File: src/rtl/mem_arbiter_pkg.sv
// Shared types and constants for the ZBT memory arbiter: requester
// owner encoding, read-tag layout and the bank-address helper.
package mem_arbiter_pkg;

  localparam int ARB_LOG_ADDR = 19;

  // Owner encoding carried through the read pipe; NONE marks an idle cycle.
  typedef enum logic [1:0] {
    ARB_OWNER_VGA  = 2'd0,
    ARB_OWNER_NTSC = 2'd1,
    ARB_OWNER_PT   = 2'd2,
    ARB_OWNER_NONE = 2'd3
  } arb_owner_e;

  // Read tag is {valid, owner}.
  localparam int ARB_TAG_W = 3;

  // Builds a full address from a bank bit and an in-bank address.
  function automatic logic [ARB_LOG_ADDR-1:0] bank_addr(
    input logic                    bank,
    input logic [ARB_LOG_ADDR-2:0] low
  );
    return {bank, low};
  endfunction

endpackage

File: src/rtl/arb_tag_pipe.sv
// Read-tag shift register: carries {valid, owner} alongside the memory's
// fixed read pipeline so returning data can be steered to its requester.
module arb_tag_pipe
  import mem_arbiter_pkg::*;
#(
  parameter int D = 3,
  parameter int W = ARB_TAG_W
) (
  input  logic         clock,
  input  logic         reset,
  input  logic [W-1:0] tag_in,
  output logic [W-1:0] tag_out
);

  logic [W-1:0] stage_r [D];

  // Shift tags one stage per cycle; reset discards everything in flight.
  always_ff @(posedge clock) begin
    if (!reset) begin
      for (int i = 0; i < D; i++) begin
        stage_r[i] <= {W{1'b0}};
      end
    end else begin
      stage_r[0] <= tag_in;
      for (int i = 1; i < D; i++) begin
        stage_r[i] <= stage_r[i-1];
      end
    end
  end

  assign tag_out = stage_r[D-1];

endmodule

File: src/rtl/mem_arbiter.sv
// ZBT memory arbiter: one pending slot per requester (VGA, NTSC, PT),
// VGA strict priority, NTSC/PT round-robin, one operation per cycle,
// tagged read returns, and the display/capture double-buffer bank bit.
module mem_arbiter
  import mem_arbiter_pkg::*;
#(
  parameter int LOG_ADDR     = 19,
  parameter int LOG_MEM      = 36,
  parameter int READ_LATENCY = 2
) (
  input  logic                clock,
  input  logic                reset,
  input  logic                frame_flag,
  input  logic                ntsc_frame_done,
  input  logic                vga_flag,
  input  logic [LOG_ADDR-2:0] vga_addr,
  output logic [LOG_MEM-1:0]  vga_pixel,
  output logic                done_vga,
  input  logic                ntsc_flag,
  input  logic [LOG_ADDR-2:0] ntsc_addr,
  input  logic [LOG_MEM-1:0]  ntsc_data,
  output logic                done_ntsc,
  input  logic                pt_flag,
  input  logic                pt_we,
  input  logic [LOG_ADDR-1:0] pt_addr,
  input  logic [LOG_MEM-1:0]  pt_wdata,
  output logic [LOG_MEM-1:0]  pt_rdata,
  output logic                done_pt,
  output logic                display_bank,
  output logic [LOG_ADDR-1:0] mem_addr,
  output logic                mem_we,
  output logic [LOG_MEM-1:0]  mem_wdata,
  input  logic [LOG_MEM-1:0]  mem_rdata,
  output logic                req_overrun
);

  // Pending slots
  logic                vga_pend_r;
  logic [LOG_ADDR-1:0] vga_slot_addr_r;
  logic                ntsc_pend_r;
  logic [LOG_ADDR-1:0] ntsc_slot_addr_r;
  logic [LOG_MEM-1:0]  ntsc_slot_data_r;
  logic                pt_pend_r;
  logic                pt_slot_we_r;
  logic [LOG_ADDR-1:0] pt_slot_addr_r;
  logic [LOG_MEM-1:0]  pt_slot_data_r;

  // Arbitration and bank state
  logic                rr_r;
  logic                capture_ready_r;
  logic                display_bank_r;
  logic                req_overrun_r;

  // Registered memory port and completion outputs
  logic [LOG_ADDR-1:0] mem_addr_r;
  logic                mem_we_r;
  logic [LOG_MEM-1:0]  mem_wdata_r;
  logic [LOG_MEM-1:0]  vga_pixel_r;
  logic [LOG_MEM-1:0]  pt_rdata_r;
  logic                done_vga_r;
  logic                done_ntsc_r;
  logic                done_pt_r;

  // Candidates: a full slot takes precedence over a same-cycle flag
  logic                vga_cand_s;
  logic [LOG_ADDR-1:0] vga_cand_addr_s;
  logic                ntsc_cand_s;
  logic [LOG_ADDR-1:0] ntsc_cand_addr_s;
  logic [LOG_MEM-1:0]  ntsc_cand_data_s;
  logic                pt_cand_s;
  logic                pt_cand_we_s;
  logic [LOG_ADDR-1:0] pt_cand_addr_s;
  logic [LOG_MEM-1:0]  pt_cand_data_s;

  logic                gnt_vga_s;
  logic                gnt_ntsc_s;
  logic                gnt_pt_s;
  arb_owner_e          issue_owner_s;
  logic                issue_valid_s;
  logic                issue_we_s;
  logic [LOG_ADDR-1:0] issue_addr_s;
  logic [LOG_MEM-1:0]  issue_wdata_s;

  logic [ARB_TAG_W-1:0] tag_in_s;
  logic [ARB_TAG_W-1:0] tag_out_s;
  logic                 tag_valid_s;
  arb_owner_e           tag_owner_s;
  logic                 vga_complete_s;
  logic                 pt_complete_s;
  logic                 swap_s;
  logic                 overrun_s;

  // The bank bit is bound when a request is first seen, so a request
  // pending across a swap keeps the bank it was issued against.
  assign vga_cand_s       = vga_pend_r | vga_flag;
  assign vga_cand_addr_s  = vga_pend_r ? vga_slot_addr_r
                                       : bank_addr(display_bank_r, vga_addr);
  assign ntsc_cand_s      = ntsc_pend_r | ntsc_flag;
  assign ntsc_cand_addr_s = ntsc_pend_r ? ntsc_slot_addr_r
                                        : bank_addr(~display_bank_r, ntsc_addr);
  assign ntsc_cand_data_s = ntsc_pend_r ? ntsc_slot_data_r : ntsc_data;
  assign pt_cand_s        = pt_pend_r | pt_flag;
  assign pt_cand_we_s     = pt_pend_r ? pt_slot_we_r   : pt_we;
  assign pt_cand_addr_s   = pt_pend_r ? pt_slot_addr_r : pt_addr;
  assign pt_cand_data_s   = pt_pend_r ? pt_slot_data_r : pt_wdata;

  assign overrun_s = (vga_flag  & vga_pend_r) |
                     (ntsc_flag & ntsc_pend_r) |
                     (pt_flag   & pt_pend_r);

  assign swap_s = frame_flag & (capture_ready_r | ntsc_frame_done);

  // Grant: VGA first, then NTSC/PT by round-robin pointer (rr_r=1 favours PT).
  always_comb begin
    gnt_vga_s     = 1'b0;
    gnt_ntsc_s    = 1'b0;
    gnt_pt_s      = 1'b0;
    issue_owner_s = ARB_OWNER_NONE;
    if (vga_cand_s) begin
      gnt_vga_s     = 1'b1;
      issue_owner_s = ARB_OWNER_VGA;
    end else if (ntsc_cand_s && pt_cand_s) begin
      if (rr_r) begin
        gnt_pt_s      = 1'b1;
        issue_owner_s = ARB_OWNER_PT;
      end else begin
        gnt_ntsc_s    = 1'b1;
        issue_owner_s = ARB_OWNER_NTSC;
      end
    end else if (ntsc_cand_s) begin
      gnt_ntsc_s    = 1'b1;
      issue_owner_s = ARB_OWNER_NTSC;
    end else if (pt_cand_s) begin
      gnt_pt_s      = 1'b1;
      issue_owner_s = ARB_OWNER_PT;
    end else begin
      issue_owner_s = ARB_OWNER_NONE;
    end
  end

  // Issue mux: select the winner's address, direction and write data.
  always_comb begin
    issue_valid_s = 1'b0;
    issue_we_s    = 1'b0;
    issue_addr_s  = {LOG_ADDR{1'b0}};
    issue_wdata_s = {LOG_MEM{1'b0}};
    case (issue_owner_s)
      ARB_OWNER_VGA: begin
        issue_valid_s = 1'b1;
        issue_addr_s  = vga_cand_addr_s;
      end
      ARB_OWNER_NTSC: begin
        issue_valid_s = 1'b1;
        issue_we_s    = 1'b1;
        issue_addr_s  = ntsc_cand_addr_s;
        issue_wdata_s = ntsc_cand_data_s;
      end
      ARB_OWNER_PT: begin
        issue_valid_s = 1'b1;
        issue_we_s    = pt_cand_we_s;
        issue_addr_s  = pt_cand_addr_s;
        issue_wdata_s = pt_cand_data_s;
      end
      default: begin
        issue_valid_s = 1'b0;
      end
    endcase
  end

  // VGA slot: cleared on grant, loaded by an ungranted flag into an empty slot.
  always_ff @(posedge clock) begin
    if (!reset) begin
      vga_pend_r      <= 1'b0;
      vga_slot_addr_r <= {LOG_ADDR{1'b0}};
    end else if (gnt_vga_s) begin
      vga_pend_r <= 1'b0;
    end else if (vga_flag && !vga_pend_r) begin
      vga_pend_r      <= 1'b1;
      vga_slot_addr_r <= vga_cand_addr_s;
    end
  end

  // NTSC slot: same load/clear rule; a flag into a full slot is dropped.
  always_ff @(posedge clock) begin
    if (!reset) begin
      ntsc_pend_r      <= 1'b0;
      ntsc_slot_addr_r <= {LOG_ADDR{1'b0}};
      ntsc_slot_data_r <= {LOG_MEM{1'b0}};
    end else if (gnt_ntsc_s) begin
      ntsc_pend_r <= 1'b0;
    end else if (ntsc_flag && !ntsc_pend_r) begin
      ntsc_pend_r      <= 1'b1;
      ntsc_slot_addr_r <= ntsc_cand_addr_s;
      ntsc_slot_data_r <= ntsc_cand_data_s;
    end
  end

  // PT slot: same load/clear rule, also capturing the request direction.
  always_ff @(posedge clock) begin
    if (!reset) begin
      pt_pend_r      <= 1'b0;
      pt_slot_we_r   <= 1'b0;
      pt_slot_addr_r <= {LOG_ADDR{1'b0}};
      pt_slot_data_r <= {LOG_MEM{1'b0}};
    end else if (gnt_pt_s) begin
      pt_pend_r <= 1'b0;
    end else if (pt_flag && !pt_pend_r) begin
      pt_pend_r      <= 1'b1;
      pt_slot_we_r   <= pt_cand_we_s;
      pt_slot_addr_r <= pt_cand_addr_s;
      pt_slot_data_r <= pt_cand_data_s;
    end
  end

  // Round-robin pointer: after an NTSC grant favour PT, after PT favour NTSC.
  always_ff @(posedge clock) begin
    if (!reset) begin
      rr_r <= 1'b0;
    end else if (gnt_ntsc_s) begin
      rr_r <= 1'b1;
    end else if (gnt_pt_s) begin
      rr_r <= 1'b0;
    end
  end

  // Double-buffer control: swap only at vblank once a capture frame is complete.
  always_ff @(posedge clock) begin
    if (!reset) begin
      display_bank_r  <= 1'b0;
      capture_ready_r <= 1'b0;
    end else if (swap_s) begin
      display_bank_r  <= ~display_bank_r;
      capture_ready_r <= 1'b0;
    end else if (ntsc_frame_done) begin
      capture_ready_r <= 1'b1;
    end
  end

  // Sticky overrun flag.
  always_ff @(posedge clock) begin
    if (!reset) begin
      req_overrun_r <= 1'b0;
    end else if (overrun_s) begin
      req_overrun_r <= 1'b1;
    end
  end

  // Memory port register: address and data hold when nothing is issued.
  always_ff @(posedge clock) begin
    if (!reset) begin
      mem_addr_r  <= {LOG_ADDR{1'b0}};
      mem_we_r    <= 1'b0;
      mem_wdata_r <= {LOG_MEM{1'b0}};
    end else if (issue_valid_s) begin
      mem_addr_r  <= issue_addr_s;
      mem_we_r    <= issue_we_s;
      mem_wdata_r <= issue_wdata_s;
    end else begin
      mem_we_r <= 1'b0;
    end
  end

  // Only reads are tagged; writes complete at issue.
  assign tag_in_s = {issue_valid_s & ~issue_we_s, issue_owner_s};

  arb_tag_pipe #(
    .D (READ_LATENCY + 1),
    .W (ARB_TAG_W)
  ) u_tag_pipe (
    .clock   (clock),
    .reset   (reset),
    .tag_in  (tag_in_s),
    .tag_out (tag_out_s)
  );

  assign tag_valid_s    = tag_out_s[ARB_TAG_W-1];
  assign tag_owner_s    = arb_owner_e'(tag_out_s[1:0]);
  assign vga_complete_s = tag_valid_s && (tag_owner_s == ARB_OWNER_VGA);
  assign pt_complete_s  = tag_valid_s && (tag_owner_s == ARB_OWNER_PT);

  // Completion: capture returning read data and pulse the owner's done.
  always_ff @(posedge clock) begin
    if (!reset) begin
      vga_pixel_r <= {LOG_MEM{1'b0}};
      pt_rdata_r  <= {LOG_MEM{1'b0}};
      done_vga_r  <= 1'b0;
      done_ntsc_r <= 1'b0;
      done_pt_r   <= 1'b0;
    end else begin
      done_vga_r  <= vga_complete_s;
      done_ntsc_r <= gnt_ntsc_s;
      done_pt_r   <= (gnt_pt_s && pt_cand_we_s) || pt_complete_s;
      if (vga_complete_s) begin
        vga_pixel_r <= mem_rdata;
      end
      if (pt_complete_s) begin
        pt_rdata_r <= mem_rdata;
      end
    end
  end

  assign vga_pixel    = vga_pixel_r;
  assign pt_rdata     = pt_rdata_r;
  assign done_vga     = done_vga_r;
  assign done_ntsc    = done_ntsc_r;
  assign done_pt      = done_pt_r;
  assign display_bank = display_bank_r;
  assign mem_addr     = mem_addr_r;
  assign mem_we       = mem_we_r;
  assign mem_wdata    = mem_wdata_r;
  assign req_overrun  = req_overrun_r;

endmodule

File: config.mk
export PLATFORM = sky130hd
export DESIGN_NAME = mem_arbiter
export DESIGN_NICKNAME = d
export VERILOG_FILES = /design/src/rtl/mem_arbiter_pkg.sv /design/src/rtl/arb_tag_pipe.sv /design/src/rtl/mem_arbiter.sv
export SDC_FILE = /design/constraint.sdc
export NUM_CORES = 1
export LEC_CHECK = 0
export BUFFER_PORTS_ARGS = -buffer_cell sky130_fd_sc_hd__buf_2
export CORE_ASPECT_RATIO = 0.5
export CORE_MARGIN = 2
export CORE_UTILIZATION = 50
export DETAILED_ROUTE_END_ITERATION = 7
export GPL_TIMING_DRIVEN = 0
export HOLD_SLACK_MARGIN = 0.1
export PLACE_DENSITY = 0.75
export SETUP_SLACK_MARGIN = 0.02
export SYNTH_ARGS = -nofsm -noshare
export SYNTH_HDL_FRONTEND = slang
export SYNTH_SLANG_ARGS = --single-unit
File: constraint.sdc
create_clock -name clock -period 3 [get_ports clock]
set_input_delay 0.3 -clock clock [delete_from_list [all_inputs] [get_ports clock]]
set_output_delay 0.3 -clock clock [all_outputs]
set_load 0.02 [all_outputs]
==> results of run 1 <==
[kinds of logic after synthesis]
kind of cell / synth area share
mux: 0.210
compound gates: 0.126
xor+xnor: 0.000719
simple gates: 0.160
buf+inv: 0.0425
other cells: 0.000308
flops: 0.455
fa+ha+maj: 0.00513
[final timing paths]
kind | endpoint | slack (ns)
worst min-delay path | ntsc_slot_data_r[28] | 0.17
worst max-delay path | mem_wdata[32] | 0.24
worst max register to register | mem_wdata[32] | 0.24
worst min register to register | u_tag_pipe.stage_r[0][7] | 0.43
[state kept, by name (all words and copies together), names as in the netlist]
signal,cells
vga_slot_addr_r,19
ntsc_slot_data_r,36
req_overrun,1
mem_we,1
pt_rdata,36
ntsc_slot_addr_r,19
pt_slot_addr_r,19
rr_r,1
ntsc_pend_r,1
done_pt,1
mem_addr,19
done_vga,1
vga_pend_r,1
pt_slot_data_r,36
done_ntsc,1
pt_slot_we_r,1
pt_pend_r,1
vga_pixel,36
u_tag_pipe.stage_r,9
capture_ready_r,1
display_bank,1
mem_wdata,36
[layer usage]
metal,share of wire,up-vias,track usage,wire (µm)
met5,0,-,0,0
li1,-,5409,-,-
met2,0.48,458,0.523,18800
met4,0.041,0,0.127,1570
met1,0.42,5504,0.352,16100
met3,0.057,119,0.0541,2220
[placed cells by master, fill, tap and decap left out, types with 37 or more instances in the layout]
master,count
sky130_fd_sc_hd__mux2_2,41
sky130_fd_sc_hd__dfxtp_1,277
sky130_fd_sc_hd__clkbuf_1,61
sky130_fd_sc_hd__dlygate4sd3_1,127
sky130_fd_sc_hd__a22oi_1,55
sky130_fd_sc_hd__mux2i_1,111
sky130_fd_sc_hd__nand2_1,405
sky130_fd_sc_hd__mux2_1,88
sky130_fd_sc_hd__o21ai_1,37
sky130_fd_sc_hd__a21boi_1,74
sky130_fd_sc_hd__buf_2,323
[repair_timing]
item	CTS	global route
endpoints found under the setup margin	51	49
buffers inserted	0	1
hold buffers	127	0
gates resized for setup	2	27
endpoints found under the hold margin	162	0
[stage by stage]
step           cells  setup WS [ns]  TNS [ns]
2_1_floorplan   1326          0.667         0
3_3_place_gp    1943         -0.188     -1.91
3_5_place_dp    1943         -0.316     -4.97
4_1_cts         2115         0.0495         0
5_1_grt         2117         0.0534         0
6_report        2117          0.237         0
[where the power goes]
part | leakage, µW | internal, µW | switching [µW]
Clock | 0.000425 | 1940 | 1460
Sequential | 0.00226 | 3830 | 83.1
Combinational | 0.00444 | 578 | 673
Total | 0.00712 | 6350 | 2210
[worst max-delay path, delay by kind of cell (launching register included)]
family                   cells  cell delay (ns)
buffers and inverters        4             1.22
AO/OA/AOI/OAI                2             0.35
AND/OR/NAND/NOR              3             0.64
adder cells (fa/ha/maj)      1             0.20
flip-flops                   1             0.30
[layout make-up]
cell class	instances	area (µm²)	share of cell area
repair buffers	430	2790	0.172
inverters	3	11.3	0.000692
flip-flops and latches	277	5550	0.341
clock buffers	35	756	0.0465
plain buffers	105	517	0.0318
well taps	315	394	0.0242
multi-input cells	939	6130	0.377
clock inverters	11	116	0.00715
diodes	2	5.00	0.000308
==> impl.org, run 1 <==
** Outcome
- The flow ran to the end, and the final reports show no timing, DRC or antenna violations.

** Timing
- At the pin with the least slew margin, the transition time is 0.815 ns.
- Final hold violation count :: 0
- Worst rel slew slack :: 0.456
- Setup violations remaining at the end of the flow were counted as 0.
- Hold timing on the final database bottoms out at a slack of 0.167 ns.
- Final count of pins violating max slew :: 0
- After layout, the minimum clock period comes to 2.76 ns.
- Largest clock skew in the final design :: 0.0140 ns
- Final cycle utilization of the critical path :: 0.921
- F_max :: 362 MHz
- Setup repair after global routing missed its margin :: false

** Clock network
- Worst-path clk slew :: 0.07 ns
- No sink is reached through more buffers than the 3 on the longest clock path.
- Number of clock sinks :: 277
- CTS root buffer :: sky130_fd_sc_hd__clkbuf_16
- Clock tree from TritonCTS :: yes
- Counting the buffers created by CTS gives 26.
- Clock network latency to the later pin of the worst-skew pair :: 0.55 ns
- H-tree level count :: 1

** Drt
- DRC violation total after the first TritonRoute iteration :: about 860
- Remaining antenna violation count :: 0
- Via density per instance :: 5.43
- Routed length per placed instance :: ~18 µm
- DRC errors left :: 0
- The final route contains about 11k vias.
- The first detailed-routing pass took 5 iterations.
- After detailed routing, the total wire length is 38700 µm.

** Run
- Maximum capacitance violations :: 0

** Finish
- Once layout is complete, the utilization of the core stands at 0.679.
- Share of layout cells above drive strength 1 :: 0.244
- The area growth from synthesis to layout is 33.5%.
- Summing all non-filler instances in the final layout gives an area of about 16000 µm².
- At the end of the flow, the number of nets in the layout was 1958.
- Fill count :: ~1.8k

** Floorplan
- Height of the die :: 114 µm
- Placeable Area :: roughly 24000 µm²
- The die covers 25700 µm².
- Pin placement for this block handled approximately 300 I/O pins.
- Measured along the x axis, the die boundary spans between 200 and 250 µm.
- For this configuration, the core starts out at a cell density of 0.508.
- After floorplanning, the core was divided into 40 placement rows.

** Hold path
- Counting instances, the worst hold path has a depth of 4.
- Path category of the worst min-delay check :: in2reg
- In this run the most critical hold path is launched from ntsc_data[28].

** Worst setup path
- The number of cells on the worst reg-to-reg path is 10.
- RR Startpoint :: pt_pend_r
- The critical path is of the reg2reg type.
- Required time of the critical path :: 3.48 ns
- On the worst path, the slowest cell contributes a delay of approximately 0.53 ns.
- For this design, the slowest cell found on the critical path is sky130_fd_sc_hd__clkbuf_1.
- Max Fanout on Critical Path :: 10
- The critical path starts at pt_pend_r.
- Cell-by-cell trace of the critical path :: buf_2 -> buf_4 -> or2_1 -> nand2_1 -> and2_1 -> ha_1 -> clkbuf_2 -> clkbuf_1 -> a22oi_1 -> o21ai_1
- Critical Path Sink Type :: flop
- Startpoint class of the critical path :: flop
- STA puts the critical path data arrival time at 3.25 ns.

** Global route
- Via count of the first global-routing pass :: 11.7k
- Entering global routing, the biggest net connects 19 pins.
- Across every metal layer, demand over resource in global routing totals 0.294.
- The initial antenna violation count was 2.
- Wire length of the first global-routing pass :: roughly 60000 µm
- GR Overflow Total :: 0

** Synth
- Syn_area_per_cell :: between 9 and 10 µm²
- Synthesis produced a netlist with a net count of 1502.
- During synthesis, Yosys emitted a total of 0 warnings.
- FF+latch count, synth :: 277
- Fraction of synthesized cell area taken by the top area cell type :: 0.455
- Dominant register cell in the synthesized netlist :: sky130_fd_sc_hd__dfxtp_1
- Biggest area contributors in the synthesized netlist :: sky130_fd_sc_hd__dfxtp_1, sky130_fd_sc_hd__nand2_1, sky130_fd_sc_hd__mux2i_1
- The share of the Yosys chip area taken by registers is 0.455.
- Post-synth top cells :: sky130_fd_sc_hd__nand2_1, sky130_fd_sc_hd__dfxtp_1, sky130_fd_sc_hd__mux2i_1, sky130_fd_sc_hd__mux2_1
- Most area-hungry cell type in the Yosys netlist :: sky130_fd_sc_hd__dfxtp_1
- In this run, synthesis inferred 0 flip-flops with an integrated enable.
- In this run the cell area of the synthesized design comes to 12200 µm².
- Post-synthesis async set-or-reset flop share :: 0
- The most common cell in the synthesized netlist is sky130_fd_sc_hd__nand2_1.
- Synthesis instantiated 43 different standard cells from the library.
- Counting every instance in the synthesized netlist gives between 1k and 1.5k.

** Placed design
- The congestion estimate from routability-driven global placement came to slightly below 0.9.
- After legalization and detailed placement, the total HPWL measured 27700 µm.
- Number of I/O port buffers :: 302
- Total cell area at the placement stage :: 14100 µm²

** Power
- Areal power density over the cells :: between 500 and 600 nW/µm²
- Worst-case vdd ir drop :: 0.420 mV
- The design draws 8560 µW.
- Leakage dissipation :: a little over 0.007 µW
Power figures use the tool's default switching activity.
==> run 2, diff against run 1 <==
--- a/config.mk
+++ b/config.mk
@@ -6,7 +6,6 @@
 export NUM_CORES = 1
 export LEC_CHECK = 0
 export BUFFER_PORTS_ARGS = -buffer_cell sky130_fd_sc_hd__buf_2
-export CORE_ASPECT_RATIO = 0.5
 export CORE_MARGIN = 2
 export CORE_UTILIZATION = 50
 export DETAILED_ROUTE_END_ITERATION = 7
==> impl.org, run 2 (synthesized netlist as in run 1, its figures left out) <==
** Clock network
- Clock network latency to the later pin of the worst-skew pair :: 0.54 ns (about the same)
- H-tree level count :: 1 (unchanged)
- Worst-path clk slew :: 0.06 ns (about the same)
- Clock tree synthesis selected as its root buffer the cell sky130_fd_sc_hd__clkbuf_16.
- Max Root-Sink Buffers :: 3 (unchanged)
- Clock tree from TritonCTS :: yes
- The clock sink count was 277 (unchanged).
- Number of buffers inserted during clock tree synthesis :: 29 (+12%)

** Worst setup path
- Startpoint class of the critical path :: flop
- The endpoint identified for the worst register-to-register timing path is mem_wdata[28].
- Tracing the worst setup path back leads to its startpoint at pt_pend_r.
- Required time of the critical path :: 3.46 ns (-0.02 ns)
- Depth of the most critical reg-to-reg path :: 12 (+2)
- Crit path DAT :: 3.30 ns (+0.05 ns)
- The critical path ends at mem_wdata[28].
- Max Fanout on Critical Path :: 10 (unchanged)
- RR Startpoint :: pt_pend_r
- Worst reg-to-reg setup slack :: 0.17 ns (-0.07 ns)
- STA classifies the critical path endpoint as a flop.
- Critical Setup Path Class :: reg2reg

** Floorplan
- The die boundary height is 160 µm (+40%).
- The core footprint was 24100 µm² (+0.55%).
- The full die area is 25600 µm² (-0.30%).
- The number of rows in the core area was 57 (+43%).
- I/O pin count :: 304 (unchanged)
- Effective utilization at floorplan :: 0.506 (-0.00280)
- The floorplan die width is 160 µm (-29%).

** Run
- Maximum capacitance violations :: 0 (unchanged)

** Hold path
- Cells on Worst Hold Path :: 3 (-1)
- The worst hold path belongs to the class in2reg.

** Timing
- Number of setup violations in the final report :: 0 (unchanged)
- The post-route clock period utilization came to 0.945 (+0.0237).
- Final period demand of the worst path :: 2.83 ns (+0.0712 ns)
- The smallest setup slack after layout is 0.166 ns (-0.0712 ns).
- The maximum operating frequency was 353 MHz (-2.5%).
- The final number of hold-violating endpoints came to 0 (unchanged).
- The final count of pins violating max slew came to 0 (unchanged).
- Worst hold slack after final layout :: 0.125 ns (-0.0426 ns)
- Setup repair after global routing left no endpoint under its margin.
- The slew at the pin closest to its max-slew limit came to 0.684 ns (-0.131 ns).
- The worst-case headroom to the max-slew limit is 0.542 (+0.0854).
- The final worst clock skew was 0.0109 ns (-0.00307 ns).

** Power
- The peak supply drop was 0.377 mV (-10%).
- Cell-internal power :: 6730 µW (+6.0%)
- The static power due to leakage was 0.00719 µW (+0.92%).
- The share of power burned in registers came to 0.438 (-0.019).
- The switching power share of the total was 0.248 (-0.0104).
- The switching component of the power came to 2220 µW (+0.32%).
- Areal power density over the cells :: 545 nW/µm² (+3.6%)
- Power, Total :: 8950 µW (+4.5%)
- Combinational cell fraction of total power :: 0.139 (-0.007)
- Relative contribution of the clock network to total power :: 0.423 (+0.027)

** Drt
- The highest layer touched by signal routing is met5.
- The routed length on met1 is 15800 µm (-2.1%).
- Via count of the routed design :: 11.4k (-0.67%)
- The routed wire length on met2 came to 19500 µm (+3.8%).
- Met3 Routed Length :: 2440 µm (+9.8%)
- Remaining antenna violation count :: 0 (unchanged)
- The via density per instance came to 5.35 (-1.4%).
- Pre-antenna DRT Iters :: 6 (+1)
- The detailed-route wire length per cell came to 18.2 µm (-0.47%).
- The first-iteration detailed-routing DRC count was 748 (-13%).
- DRC errors left :: 0 (unchanged)
- DRT Wirelength :: 38800 µm (+0.24%)

** Placed design
- Placement-stage worst setup slack :: -0.131 ns (+0.185 ns)
- Total half-perimeter wirelength after legalization and detailed placement :: 27000 µm (-2.6%)
- Final estimated routing congestion in global placement :: 0.878 (+0.21%)
- The number of input and output port buffers inserted is 302 (unchanged).

** Global route
- Via count of the first global-routing pass :: 11.6k (-1.6%)
- The remaining global-route overflow is 0 (unchanged).
- Wire length of the first global-routing pass :: 60300 µm (+0.16%)
- The initial antenna violation count came to 4 (+2).
- The total global routing track utilization was 0.291 (-0.00292).
- Pin count of the biggest net entering global routing :: 14 (-5)

** Finish
- Area Overhead vs Synth :: 34.7%
- The core occupancy in the finished layout came to 0.681 (+0.00244).
- The number of fillers in the final layout was 1883 (+1.8%).
- The number of nets in the layout was 1962 (+0.20%).
- Share of layout cells above drive strength 1 :: 0.243 (-0.00150)
- Leaving out fill and tap cells, the most frequent cell in the layout is sky130_fd_sc_hd__nand2_1.
- In the layout the commonest cells are sky130_fd_sc_hd__nand2_1, sky130_fd_sc_hd__buf_2, sky130_fd_sc_hd__dfxtp_1.

** Outcome
- The flow ran to the end, and the final reports show no timing, DRC or antenna violations.
run 2: power groups by stage:
| stage | clock network [µW] | logic [µW] | registers (µW) |
|---|---|---|---|
| 6_report | 3790 | 1250 | 3920 |
| 5_1_grt | 3960 | 1330 | 3930 |
| 4_1_cts | 3830 | 1230 | 3910 |
| 3_5_place_dp | 0 | 1090 | 3990 |
| 3_3_place_gp | 0 | 1070 | 3980 |
| 2_1_floorplan | 0 | 644 | 4030 |
run 2: how the worst min path moves through the flow:
stage | from | end | slack (ns)
detailed placement | u_tag_pipe.stage_r[0][5] | u_tag_pipe.stage_r[0][8] | 0.42
global placement | u_tag_pipe.stage_r[0][4] | u_tag_pipe.stage_r[0][7] | 0.42
CTS | pt_flag | req_overrun | 0.11
finish | pt_flag | req_overrun | 0.12
floorplan | frame_flag | capture_ready_r | 0.38
global route | ntsc_data[25] | ntsc_slot_data_r[25] | 0.20
run 2: worst max-delay path, stage by stage (launching register included):
cell and delay [ns]:
sky130_fd_sc_hd__dfxtp_1 0.30, sky130_fd_sc_hd__buf_2 0.16, sky130_fd_sc_hd__buf_4 0.20, sky130_fd_sc_hd__or2_1 0.30
sky130_fd_sc_hd__nand2_1 0.12, sky130_fd_sc_hd__and2_1 0.19, sky130_fd_sc_hd__ha_1 0.17, sky130_fd_sc_hd__clkbuf_1 0.30
sky130_fd_sc_hd__and2_1 0.17, sky130_fd_sc_hd__buf_2 0.28, sky130_fd_sc_hd__clkbuf_2 0.35, sky130_fd_sc_hd__nand2_1 0.12
sky130_fd_sc_hd__o21ai_1 0.10
run 2: routing by layer:
layer  up-vias  track usage
met5         -            0
met4         6       0.0975
met3        77       0.0478
met2       429        0.539
met1      5494        0.341
li1       5407            -
run 2: timing repair:
item / 4_1_cts / 5_1_grt
setup endpoints to repair: 24 / 48
resized for setup: 3 / 17
hold buffers: 127 / 0
pin swaps: 0 / 0
endpoints found under the hold margin: 162 / 0
buffers inserted: 0 / 1
run 2: cell type report:
type                       instances  area [µm²]  area share
clock inverter                     5         100     0.00610
sequential                       277        5550       0.338
timing repair buffer             430        2790       0.170
buffer                           106         515      0.0314
clock buffer                      47         913      0.0556
tap                              324         405      0.0247
antenna                            1        2.50    0.000152
inverter                           3        11.3    0.000686
multi-input combinational        939        6130       0.374
run 2: through the flow:
| stage | TNS (ns) | std cells | area [µm²] |
|---|---|---|---|
| after floorplan | 0 | 1326 | 12200 |
| after global placement | -0.964 | 1952 | 14100 |
| after detailed placement | -1.59 | 1952 | 14100 |
| after CTS | 0 | 2131 | 16400 |
| after global routing | 0 | 2132 | 16400 |
| final | 0 | 2132 | 16400 |
